<file path="config.mk">
export PLATFORM = sky130hd
export DESIGN_NAME = trig_lut_arbiter_flat
export DESIGN_NICKNAME = d
export VERILOG_FILES = /design/src/rtl/trig_lut_arbiter_if.sv /design/src/rtl/trig_lut_arbiter.sv /design/src/flat_wrapper.sv
export SDC_FILE = /design/constraint.sdc
export NUM_CORES = 1
export LEC_CHECK = 0
export CAP_MARGIN = 20
export CORE_ASPECT_RATIO = 2
export CORE_UTILIZATION = 44
export DETAILED_ROUTE_END_ITERATION = 10
export PLACE_DENSITY = 0.95
export SLEW_MARGIN = 20
export SYNTH_ARGS = -nofsm -noshare
export SYNTH_HDL_FRONTEND = slang
export SYNTH_SLANG_ARGS = --single-unit
</file>
<file path="constraint.sdc">
create_clock -name clk -period 9.05 [get_ports clk]
set_input_delay 1.81 -clock clk [delete_from_list [all_inputs] [get_ports clk]]
set_output_delay 1.81 -clock clk [all_outputs]
set_load 0.1 [all_outputs]
</file>
<file path="src/rtl/trig_lut_arbiter_if.sv">
// Bundles the two requester handshakes, the LUT-facing angle/data signals and
// the shared response bus of trig_lut_arbiter.
interface trig_lut_arbiter_if #(
  parameter int WIDTH_TRIG = 20,
  parameter int ANGLE_BITS = 10
);
  logic                         req0_valid;
  logic [ANGLE_BITS-1:0]        req0_angle;
  logic                         req0_ready;
  logic                         req1_valid;
  logic [ANGLE_BITS-1:0]        req1_angle;
  logic                         req1_ready;

  logic [ANGLE_BITS-1:0]        lut_angle;
  logic signed [WIDTH_TRIG-1:0] lut_sin;
  logic signed [WIDTH_TRIG-1:0] lut_cos;
  logic signed [WIDTH_TRIG-1:0] lut_tan;
  logic signed [WIDTH_TRIG-1:0] lut_atan;

  logic                         rsp0_valid;
  logic                         rsp1_valid;
  logic signed [WIDTH_TRIG-1:0] rsp_sin;
  logic signed [WIDTH_TRIG-1:0] rsp_cos;
  logic signed [WIDTH_TRIG-1:0] rsp_tan;
  logic signed [WIDTH_TRIG-1:0] rsp_atan;
  logic                         busy;

  // The arbiter side.
  modport slave (
    input  req0_valid, req0_angle, req1_valid, req1_angle,
    input  lut_sin, lut_cos, lut_tan, lut_atan,
    output req0_ready, req1_ready, lut_angle,
    output rsp0_valid, rsp1_valid, rsp_sin, rsp_cos, rsp_tan, rsp_atan, busy
  );

  // The requester/LUT environment side.
  modport master (
    output req0_valid, req0_angle, req1_valid, req1_angle,
    output lut_sin, lut_cos, lut_tan, lut_atan,
    input  req0_ready, req1_ready, lut_angle,
    input  rsp0_valid, rsp1_valid, rsp_sin, rsp_cos, rsp_tan, rsp_atan, busy
  );
endinterface

</file>
<file path="src/rtl/trig_lut_arbiter.sv">
// Round-robin sharing of one trig LUT between the raycaster (0) and the player
// unit (1); a tag pipeline matched to the LUT latency routes results back.
module trig_lut_arbiter #(
  parameter int WIDTH_TRIG  = 20,
  parameter int ANGLE_BITS  = 10,
  parameter int LUT_LATENCY = 1
) (
  input  logic                  clk,
  input  logic                  rst,
  trig_lut_arbiter_if.slave     bus
);

  localparam int STAGES = LUT_LATENCY + 1;

  logic                  ptr_q, ptr_d;
  logic [ANGLE_BITS-1:0] lut_angle_q, lut_angle_d;
  logic [STAGES-1:0]     tag_valid_q, tag_valid_d;
  logic [STAGES-1:0]     tag_id_q, tag_id_d;
  logic                  rsp0_valid_q, rsp0_valid_d;
  logic                  rsp1_valid_q, rsp1_valid_d;
  logic [WIDTH_TRIG-1:0] rsp_sin_q, rsp_sin_d;
  logic [WIDTH_TRIG-1:0] rsp_cos_q, rsp_cos_d;
  logic [WIDTH_TRIG-1:0] rsp_tan_q, rsp_tan_d;
  logic [WIDTH_TRIG-1:0] rsp_atan_q, rsp_atan_d;

  logic grant0, grant1;
  logic accept, accept_id;
  logic final_valid, final_id;

  // ptr_q holds the id granted last, so on a tie the other requester wins.
  always_comb begin
    grant0 = 1'b0;
    grant1 = 1'b0;
    if (bus.req0_valid && bus.req1_valid) begin
      grant0 = ptr_q;
      grant1 = !ptr_q;
    end else begin
      grant0 = bus.req0_valid;
      grant1 = bus.req1_valid;
    end
  end

  assign accept      = grant0 | grant1;
  assign accept_id   = grant1;
  assign final_valid = tag_valid_q[STAGES-1];
  assign final_id    = tag_id_q[STAGES-1];

  always_comb begin
    ptr_d       = ptr_q;
    lut_angle_d = lut_angle_q;
    if (accept) begin
      ptr_d       = accept_id;
      lut_angle_d = accept_id ? bus.req1_angle : bus.req0_angle;
    end

    tag_valid_d    = '0;
    tag_id_d       = '0;
    tag_valid_d[0] = accept;
    tag_id_d[0]    = accept_id;
    for (int i = 1; i < STAGES; i++) begin
      tag_valid_d[i] = tag_valid_q[i-1];
      tag_id_d[i]    = tag_id_q[i-1];
    end

    // The final-stage tag lines up with valid LUT data for its own angle.
    rsp0_valid_d = final_valid && !final_id;
    rsp1_valid_d = final_valid && final_id;
    rsp_sin_d    = rsp_sin_q;
    rsp_cos_d    = rsp_cos_q;
    rsp_tan_d    = rsp_tan_q;
    rsp_atan_d   = rsp_atan_q;
    if (final_valid) begin
      rsp_sin_d  = bus.lut_sin;
      rsp_cos_d  = bus.lut_cos;
      rsp_tan_d  = bus.lut_tan;
      rsp_atan_d = bus.lut_atan;
    end
  end

  always_ff @(posedge clk or posedge rst) begin
    if (rst) begin
      ptr_q        <= 1'b1;
      lut_angle_q  <= '0;
      tag_valid_q  <= '0;
      tag_id_q     <= '0;
      rsp0_valid_q <= 1'b0;
      rsp1_valid_q <= 1'b0;
      rsp_sin_q    <= '0;
      rsp_cos_q    <= '0;
      rsp_tan_q    <= '0;
      rsp_atan_q   <= '0;
    end else begin
      ptr_q        <= ptr_d;
      lut_angle_q  <= lut_angle_d;
      tag_valid_q  <= tag_valid_d;
      tag_id_q     <= tag_id_d;
      rsp0_valid_q <= rsp0_valid_d;
      rsp1_valid_q <= rsp1_valid_d;
      rsp_sin_q    <= rsp_sin_d;
      rsp_cos_q    <= rsp_cos_d;
      rsp_tan_q    <= rsp_tan_d;
      rsp_atan_q   <= rsp_atan_d;
    end
  end

  assign bus.req0_ready = grant0;
  assign bus.req1_ready = grant1;
  assign bus.lut_angle  = lut_angle_q;
  assign bus.rsp0_valid = rsp0_valid_q;
  assign bus.rsp1_valid = rsp1_valid_q;
  assign bus.rsp_sin    = rsp_sin_q;
  assign bus.rsp_cos    = rsp_cos_q;
  assign bus.rsp_tan    = rsp_tan_q;
  assign bus.rsp_atan   = rsp_atan_q;
  assign bus.busy       = |tag_valid_q;

endmodule

</file>
<file path="src/flat_wrapper.sv">
// flat-port wrapper written by rule: the top's interface ports become plain ports
module trig_lut_arbiter_flat 
#(
  parameter int WIDTH_TRIG  = 20,
  parameter int ANGLE_BITS  = 10,
  parameter int LUT_LATENCY = 1
)
  (clk, rst, bus_req0_valid, bus_req0_angle, bus_req1_valid, bus_req1_angle, bus_lut_sin, bus_lut_cos, bus_lut_tan, bus_lut_atan, bus_req0_ready, bus_req1_ready, bus_lut_angle, bus_rsp0_valid, bus_rsp1_valid, bus_rsp_sin, bus_rsp_cos, bus_rsp_tan, bus_rsp_atan, bus_busy);
  trig_lut_arbiter_if #(.WIDTH_TRIG(WIDTH_TRIG), .ANGLE_BITS(ANGLE_BITS)) bus_i ();
  input  logic clk;
  input  logic rst;
  input wire logic [$bits(bus_i.req0_valid)-1:0] bus_req0_valid;
  input wire logic [$bits(bus_i.req0_angle)-1:0] bus_req0_angle;
  input wire logic [$bits(bus_i.req1_valid)-1:0] bus_req1_valid;
  input wire logic [$bits(bus_i.req1_angle)-1:0] bus_req1_angle;
  input wire logic [$bits(bus_i.lut_sin)-1:0] bus_lut_sin;
  input wire logic [$bits(bus_i.lut_cos)-1:0] bus_lut_cos;
  input wire logic [$bits(bus_i.lut_tan)-1:0] bus_lut_tan;
  input wire logic [$bits(bus_i.lut_atan)-1:0] bus_lut_atan;
  output wire logic [$bits(bus_i.req0_ready)-1:0] bus_req0_ready;
  output wire logic [$bits(bus_i.req1_ready)-1:0] bus_req1_ready;
  output wire logic [$bits(bus_i.lut_angle)-1:0] bus_lut_angle;
  output wire logic [$bits(bus_i.rsp0_valid)-1:0] bus_rsp0_valid;
  output wire logic [$bits(bus_i.rsp1_valid)-1:0] bus_rsp1_valid;
  output wire logic [$bits(bus_i.rsp_sin)-1:0] bus_rsp_sin;
  output wire logic [$bits(bus_i.rsp_cos)-1:0] bus_rsp_cos;
  output wire logic [$bits(bus_i.rsp_tan)-1:0] bus_rsp_tan;
  output wire logic [$bits(bus_i.rsp_atan)-1:0] bus_rsp_atan;
  output wire logic [$bits(bus_i.busy)-1:0] bus_busy;
  assign bus_i.req0_valid = bus_req0_valid;
  assign bus_i.req0_angle = bus_req0_angle;
  assign bus_i.req1_valid = bus_req1_valid;
  assign bus_i.req1_angle = bus_req1_angle;
  assign bus_i.lut_sin = bus_lut_sin;
  assign bus_i.lut_cos = bus_lut_cos;
  assign bus_i.lut_tan = bus_lut_tan;
  assign bus_i.lut_atan = bus_lut_atan;
  assign bus_req0_ready = bus_i.req0_ready;
  assign bus_req1_ready = bus_i.req1_ready;
  assign bus_lut_angle = bus_i.lut_angle;
  assign bus_rsp0_valid = bus_i.rsp0_valid;
  assign bus_rsp1_valid = bus_i.rsp1_valid;
  assign bus_rsp_sin = bus_i.rsp_sin;
  assign bus_rsp_cos = bus_i.rsp_cos;
  assign bus_rsp_tan = bus_i.rsp_tan;
  assign bus_rsp_atan = bus_i.rsp_atan;
  assign bus_busy = bus_i.busy;
  trig_lut_arbiter #(.WIDTH_TRIG(WIDTH_TRIG), .ANGLE_BITS(ANGLE_BITS), .LUT_LATENCY(LUT_LATENCY)) u_core (.clk(clk), .rst(rst), .bus(bus_i));
endmodule
</file>
==> results of run 1 <==
==> logic make-up (layout without fill, tap and decap cells) <==
family,count (synthesis),count (layout),share of synthesized area
AOI/OAI and AO/OA,22,22,0.03158
buffers and inverters,18,219,0.03406
DFF,97,97,0.6009
muxes,90,90,0.3099
and+or+nand+nor,16,16,0.02353
==> per-stage QoR <==
stage	setup WS, ns	power (uW)	hold slack (ns)	std cells
after global placement	2.746	1002	0.3504	530
after floorplan	3.048	866.2	0.3312	243
after detailed placement	2.692	1012	0.3712	530
after global routing	2.484	1397	0.3920	546
after CTS	2.691	1364	0.3873	546
final	2.668	1351	0.3798	546
==> power by group <==
part / leakage [uW] / switching [uW] / internal, uW
registers: 0.00113 / 28.5 / 473
logic: 0.00161 / 348 / 153
clock network: 0.000133 / 161 / 187
==> Yosys cell counts <==
cell type,count
and3_1,10
mux2_4,67
mux2_2,13
or2_2,2
inv_1,3
buf_2,5
dfrtp_1,96
nor2b_1,1
a31oi_1,10
nand2_1,2
a21boi_0,1
mux2i_1,10
buf_4,1
buf_6,8
o21ai_0,2
o21ai_1,8
dfstp_2,1
and2_1,1
clkbuf_1,1
o21a_1,1
==> registers in the layout, summed over array words and instances, names as in the netlist <==
register	count
u_core.bus.lut_angle	10
u_core.bus.rsp0_valid	1
u_core.bus.rsp1_valid	1
u_core.bus.rsp_atan	20
u_core.bus.rsp_cos	20
u_core.bus.rsp_sin	20
u_core.bus.rsp_tan	20
u_core.ptr_q	1
u_core.tag_id_q	2
u_core.tag_valid_q	2
==> worst paths after layout <==
path | endpoint | slack [ns] | cells past startpoint
min in group asynchronous | u_core.bus.rsp_cos[13]$_DFFE_PP0P_ | 1.93 | 2
setup / recovery | bus_req1_ready | 2.67 | 5
max in group asynchronous | u_core.tag_valid_q[1]$_DFF_PP0_ | 6.05 | 3
hold reg to reg | u_core.tag_id_q[1]$_DFF_PP0_ | 0.38 | 0
hold / removal | u_core.tag_id_q[1]$_DFF_PP0_ | 0.38 | 0
setup reg to reg | u_core.bus.rsp_cos[9]$_DFFE_PP0P_ | 6.94 | 2
==> worst reg2reg max path: cells and delay by family (launching register included) <==
kind | cells | cell delay [ns]
buffers and inverters | 1 | 0.80
flip-flops | 1 | 0.83
multiplexers | 1 | 0.37
==> layer usage <==
metal  track usage  share of wire  routed length (um)
met2        0.3926           0.57                5915
met1        0.2308           0.34                3481
met5             0              0                   0
met4        0.1322          0.048                 499
met3       0.04901          0.047                 493
==> cell type report <==
cell class,instances,share of cell area
clock inverters,6,0.006931
inverters,3,0.002178
multi-input cells,128,0.2335
well taps,102,0.02020
flip-flops and latches,97,0.3850
repair buffers,200,0.3160
clock buffers,10,0.03624
==> flow_summary.json, run 1 <==
{
  "crit_fanout": 23,
  "antenna_found_initial": 0,
  "crit_start": "bus_req0_valid",
  "seq_area_frac_synth": 0.6009,
  "drtAntennaViolNets": 0,
  "setup_viol": 0,
  "maxCapViolCount": 0,
  "drt-initial-drc-count": 108,
  "p_per_area_mw_per_mm2": 213.9,
  "die_h_um": 137.5,
  "place_area_sq_mm": 0.006046,
  "dr.pass1.iters": 4,
  "final_nets": 543,
  "cts_made_buffers": 9,
  "fill_cells": 624,
  "syn_nets": 347,
  "wire_per_inst_um": 19.03,
  "syn_area_sq_mm": 0.004041,
  "cts.htree.levels": 3,
  "synth-seq-cells": 97,
  "cts_setup_buffers": 0,
  "seq_area_sq_mm": 0.002432,
  "min_path_type": "reg2reg",
  "yosysUniqueCellTypes": 20,
  "critPathCaptureType": "output pin",
  "rsz0062_at_grt": "no",
  "yosysTopAreaCell": "dfrtp_1",
  "min_period_ns": 6.382,
  "insertedDiodeCount": 0,
  "start_kind": "input pin",
  "row_count": 49,
  "clkTransAtPathRegs_ns": 0.07,
  "post-route-util": 0.7059,
  "final_cell_mix": "clkdlybuf4s50_1, dfrtp_1, mux2_4",
  "grt_overflow_total": 0,
  "io_pins": 199,
  "worstPathRequired_ns": 7.24,
  "slew_viol_final": 0,
  "clock-root-buffer": "clkbuf_16",
  "cts_hold_buf": 0,
  "cts.sinks": 97,
  "synth.top_cell.area_share": 0.5944,
  "path_cells": "clkdlybuf4s50_1, nand2_1, nand2_1, inv_1, clkdlybuf4s50_1",
  "syn_inst": 243,
  "outcome": "finished clean",
  "hp-start": "u_core.tag_id_q[0]$_DFF_PP0_",
  "routed_wl_mm": 10.39,
  "dieArea_sq_mm": 0.009595,
  "dr_total_vias": 2775,
  "post_cts_resized": 0,
  "gp_congestion": 0.8107,
  "worstMarginPinSlew_ns": 1.045,
  "grt_use_total": 0.2189,
  "grt_pass1_wl_mm": 15.81,
  "multi_input_area_sq_mm": 0.001475,
  "power_leakage_uw": 0.002874,
  "drc_errors": 0,
  "grt_pass1_vias": 2972,
  "r2r_start": "u_core.tag_valid_q[1]$_DFF_PP0_",
  "ys_warn_count": 0,
  "slew_headroom": 0.3012,
  "cpLargestDelayFamily": "buffers and inverters",
  "avgSynthCellArea_sq_um": 16.63,
  "cp.buffers_inverters": 3,
  "max_freq_mhz": 156.7,
  "peakVddDrop_mv": 0.1316,
  "drive_above_1_share": 0.2297,
  "skew_ns": 0.01137,
  "cts_tree": "built",
  "cts_buffer_depth": 2,
  "viasPerCell": 5.082,
  "fin_crit_sh": 0.7052,
  "final_common_cell": "clkdlybuf4s50_1",
  "setup_tns_ns": 0,
  "clock_latency_ns": 0.34,
  "start_util": 0.4515,
  "area_growth_pct": 56.35,
  "fp.coreArea_sq_mm": 0.008951,
  "critPathKind": "in2out",
  "die_x_um": 69.77,
  "cpPeakStageDelay_ns": 1.13,
  "yosys-top-cells-area": "dfrtp_1, mux2_4, mux2_2, mux2i_1, buf_6",
  "cp.arrival_ns": 4.57,
  "grt_max_degree": 53,
  "cp_slowest_cell": "clkdlybuf4s50_1",
  "dp_hpwl_mm": 7.838,
  "final_area_sq_mm": 0.006319,
  "port_buffers": 198,
  "finalHoldViolCount": 0
}
(Power assumes the default switching activity.)
==> run 2, diff against run 1 <==
Settings changed: CORE_UTILIZATION 44 to 40, PLACE_DENSITY 0.95 to 0.91.
Clock period 9.05 ns to 6.3 ns, I/O delays scaled along.
==> flow_summary.json, run 2 (synthesized netlist as in run 1, its figures left out) <==
{
  "outcome": "finished clean",
  "hp-start": "u_core.tag_id_q[0]$_DFF_PP0_",
  "peakVddDrop_mv": 0.1814,
  "start_kind": "input pin",
  "cts_setup_buffers": 0,
  "maxCapViolCount": 0,
  "gp_congestion": 0.7670,
  "dieArea_sq_mm": 0.01053,
  "die_h_um": 144.2,
  "drive_above_1_share": 0.2360,
  "grt_use_total": 0.1984,
  "worstMarginPinSlew_ns": 1.026,
  "final_cells": 577,
  "cp.buffers_inverters": 3,
  "insertedDiodeCount": 0,
  "grt_max_degree": 66,
  "final_common_cell": "clkdlybuf4s50_1",
  "place_area_sq_mm": 0.006096,
  "post_cts_resized": 0,
  "max_freq_mhz": 217.7,
  "final_nets": 545,
  "cts_tree": "built",
  "worstPathRequired_ns": 5.04,
  "seq_area_sq_mm": 0.002432,
  "slew_viol_final": 0,
  "path_common_cell": "clkdlybuf4s50_1",
  "use_met1": 0.2128,
  "final_cell_mix": "clkdlybuf4s50_1, dfrtp_1, mux2_4",
  "p_per_area_mw_per_mm2": 314.9,
  "power_leakage_uw": 0.002900,
  "dp_slack_ns": 1.692,
  "fin_crit_sh": 0.7290,
  "finalHoldViolCount": 0,
  "path_cells": "clkdlybuf4s50_1, buf_4, a21boi_0, clkdlybuf4s50_1",
  "fp.coreArea_sq_mm": 0.009763,
  "dr.pass1.iters": 4,
  "crit_fanout": 23,
  "fill_cells": 727,
  "routed_wl_mm": 10.37,
  "cts.htree.levels": 3,
  "multi_input_area_sq_mm": 0.001475,
  "cp.arrival_ns": 3.33,
  "r2r_start": "u_core.tag_valid_q[1]$_DFF_PP0_",
  "cpLargestDelayFamily": "buffers and inverters",
  "setup_tns_ns": 0,
  "min_period_ns": 4.593,
  "gr-usage-met3": 0.04599,
  "grt_util_met2": 0.3562,
  "worst-r2r-cell-count": 2,
  "dr_total_vias": 2776,
  "clock-root-buffer": "clkbuf_16",
  "slew_headroom": 0.3136,
  "cts_buffer_depth": 2,
  "cpPeakStageDelay_ns": 1.15,
  "io_pins": 199,
  "port_buffers": 198,
  "start_util": 0.4139,
  "drc_errors": 0,
  "clkTransAtPathRegs_ns": 0.07,
  "cp_slowest_cell": "clkdlybuf4s50_1",
  "busiest_layer": "met2",
  "r2r_setup_slack_ns": 4.14,
  "min_path_type": "reg2reg",
  "critPathCaptureType": "output pin",
  "dp_hpwl_mm": 7.715,
  "drtAntennaViolNets": 0,
  "die_x_um": 73.08,
  "hold-worst-slack_ns": 0.3635,
  "final_area_sq_mm": 0.006414,
  "row_count": 51,
  "grt_pass1_wl_mm": 15.59,
  "skew_ns": 0.007128,
  "critPathKind": "in2out",
  "setup_viol": 0,
  "grt_overflow_total": 0,
  "holdPathStages": 0,
  "wire_per_inst_um": 17.97,
  "rsz0062_at_grt": "no",
  "setup_ws_ns": 1.707,
  "cts.sinks": 97,
  "cp.depth": 4,
  "dp.cells": 562,
  "cts_made_buffers": 9,
  "viasPerCell": 4.811,
  "antenna_found_initial": 0,
  "cts_hold_buf": 0,
  "area_growth_pct": 58.70,
  "crit-reg2reg-capture": "u_core.bus.rsp_cos[2]$_DFFE_PP0P_",
  "grt_pass1_vias": 3043,
  "holdPathEnd": "u_core.tag_id_q[1]$_DFF_PP0_",
  "drt-initial-drc-count": 108,
  "clock_latency_ns": 0.33
}
-- run 2: cell count changes in the layout (fill, tap and decap cells not counted) --
cell             before  now
clkinvlp_4            1    2
clkinv_2              2    0
buf_4                 2    5
clkbuf_1              1    0
clkinv_4              2    1
bufinv_16             0    2
clkdlybuf4s50_1     198  197
-- run 2: through the flow --
| step | utilization | power [uW] |
|---|---|---|
| 2_1_floorplan | - | 1244 |
| 5_1_grt | 0.6569 | 2089 |
| 4_1_cts | 0.6569 | 2041 |
| 6_report | 0.6569 | 2020 |
| 3_5_place_dp | 0.6244 | 1453 |
| 3_3_place_gp | 0.6244 | 1440 |
-- run 2: per-layer routing --
metal / vias up / wire (um)
li1: 1253 / -
met1: 1388 / 3694
met2: 116 / 5844
met3: 19 / 561
met4: 0 / 271
met5: - / 0
-- run 2: worst max-delay path by stage --
stage	start	to	slack, ns
final	bus_req0_valid	bus_req0_ready	1.71
after global routing	bus_req0_valid	bus_req0_ready	1.62
after CTS	bus_req0_valid	bus_req0_ready	1.69
after detailed placement	bus_req0_valid	bus_req0_ready	1.69
after global placement	bus_req0_valid	bus_req0_ready	1.69
after floorplan	bus_req0_valid	bus_req0_ready	1.40
-- run 2: final cells by class --
class                      instances  share of cell area
sequential                        97              0.3792
timing repair buffer             202              0.3133
multi-input combinational        128              0.2300
clock buffer                       9             0.03512
tap                              132             0.02575
clock inverter                     6             0.01444
inverter                           3            0.002146
-- run 2: power breakdown --
part           leakage [uW]  switching, uW  internal (uW)
combinational       0.00162            501            221
clock              0.000148            232            348
sequential          0.00113           38.5            680
total               0.00290            772           1250
-- run 2: worst register-to-register path, delay by kind of cell (launching register included) --
| family | cells | cell delay, ns |
|---|---|---|
| buffers and inverters | 1 | 0.79 |
| flip-flops | 1 | 0.78 |
| multiplexers | 1 | 0.47 |
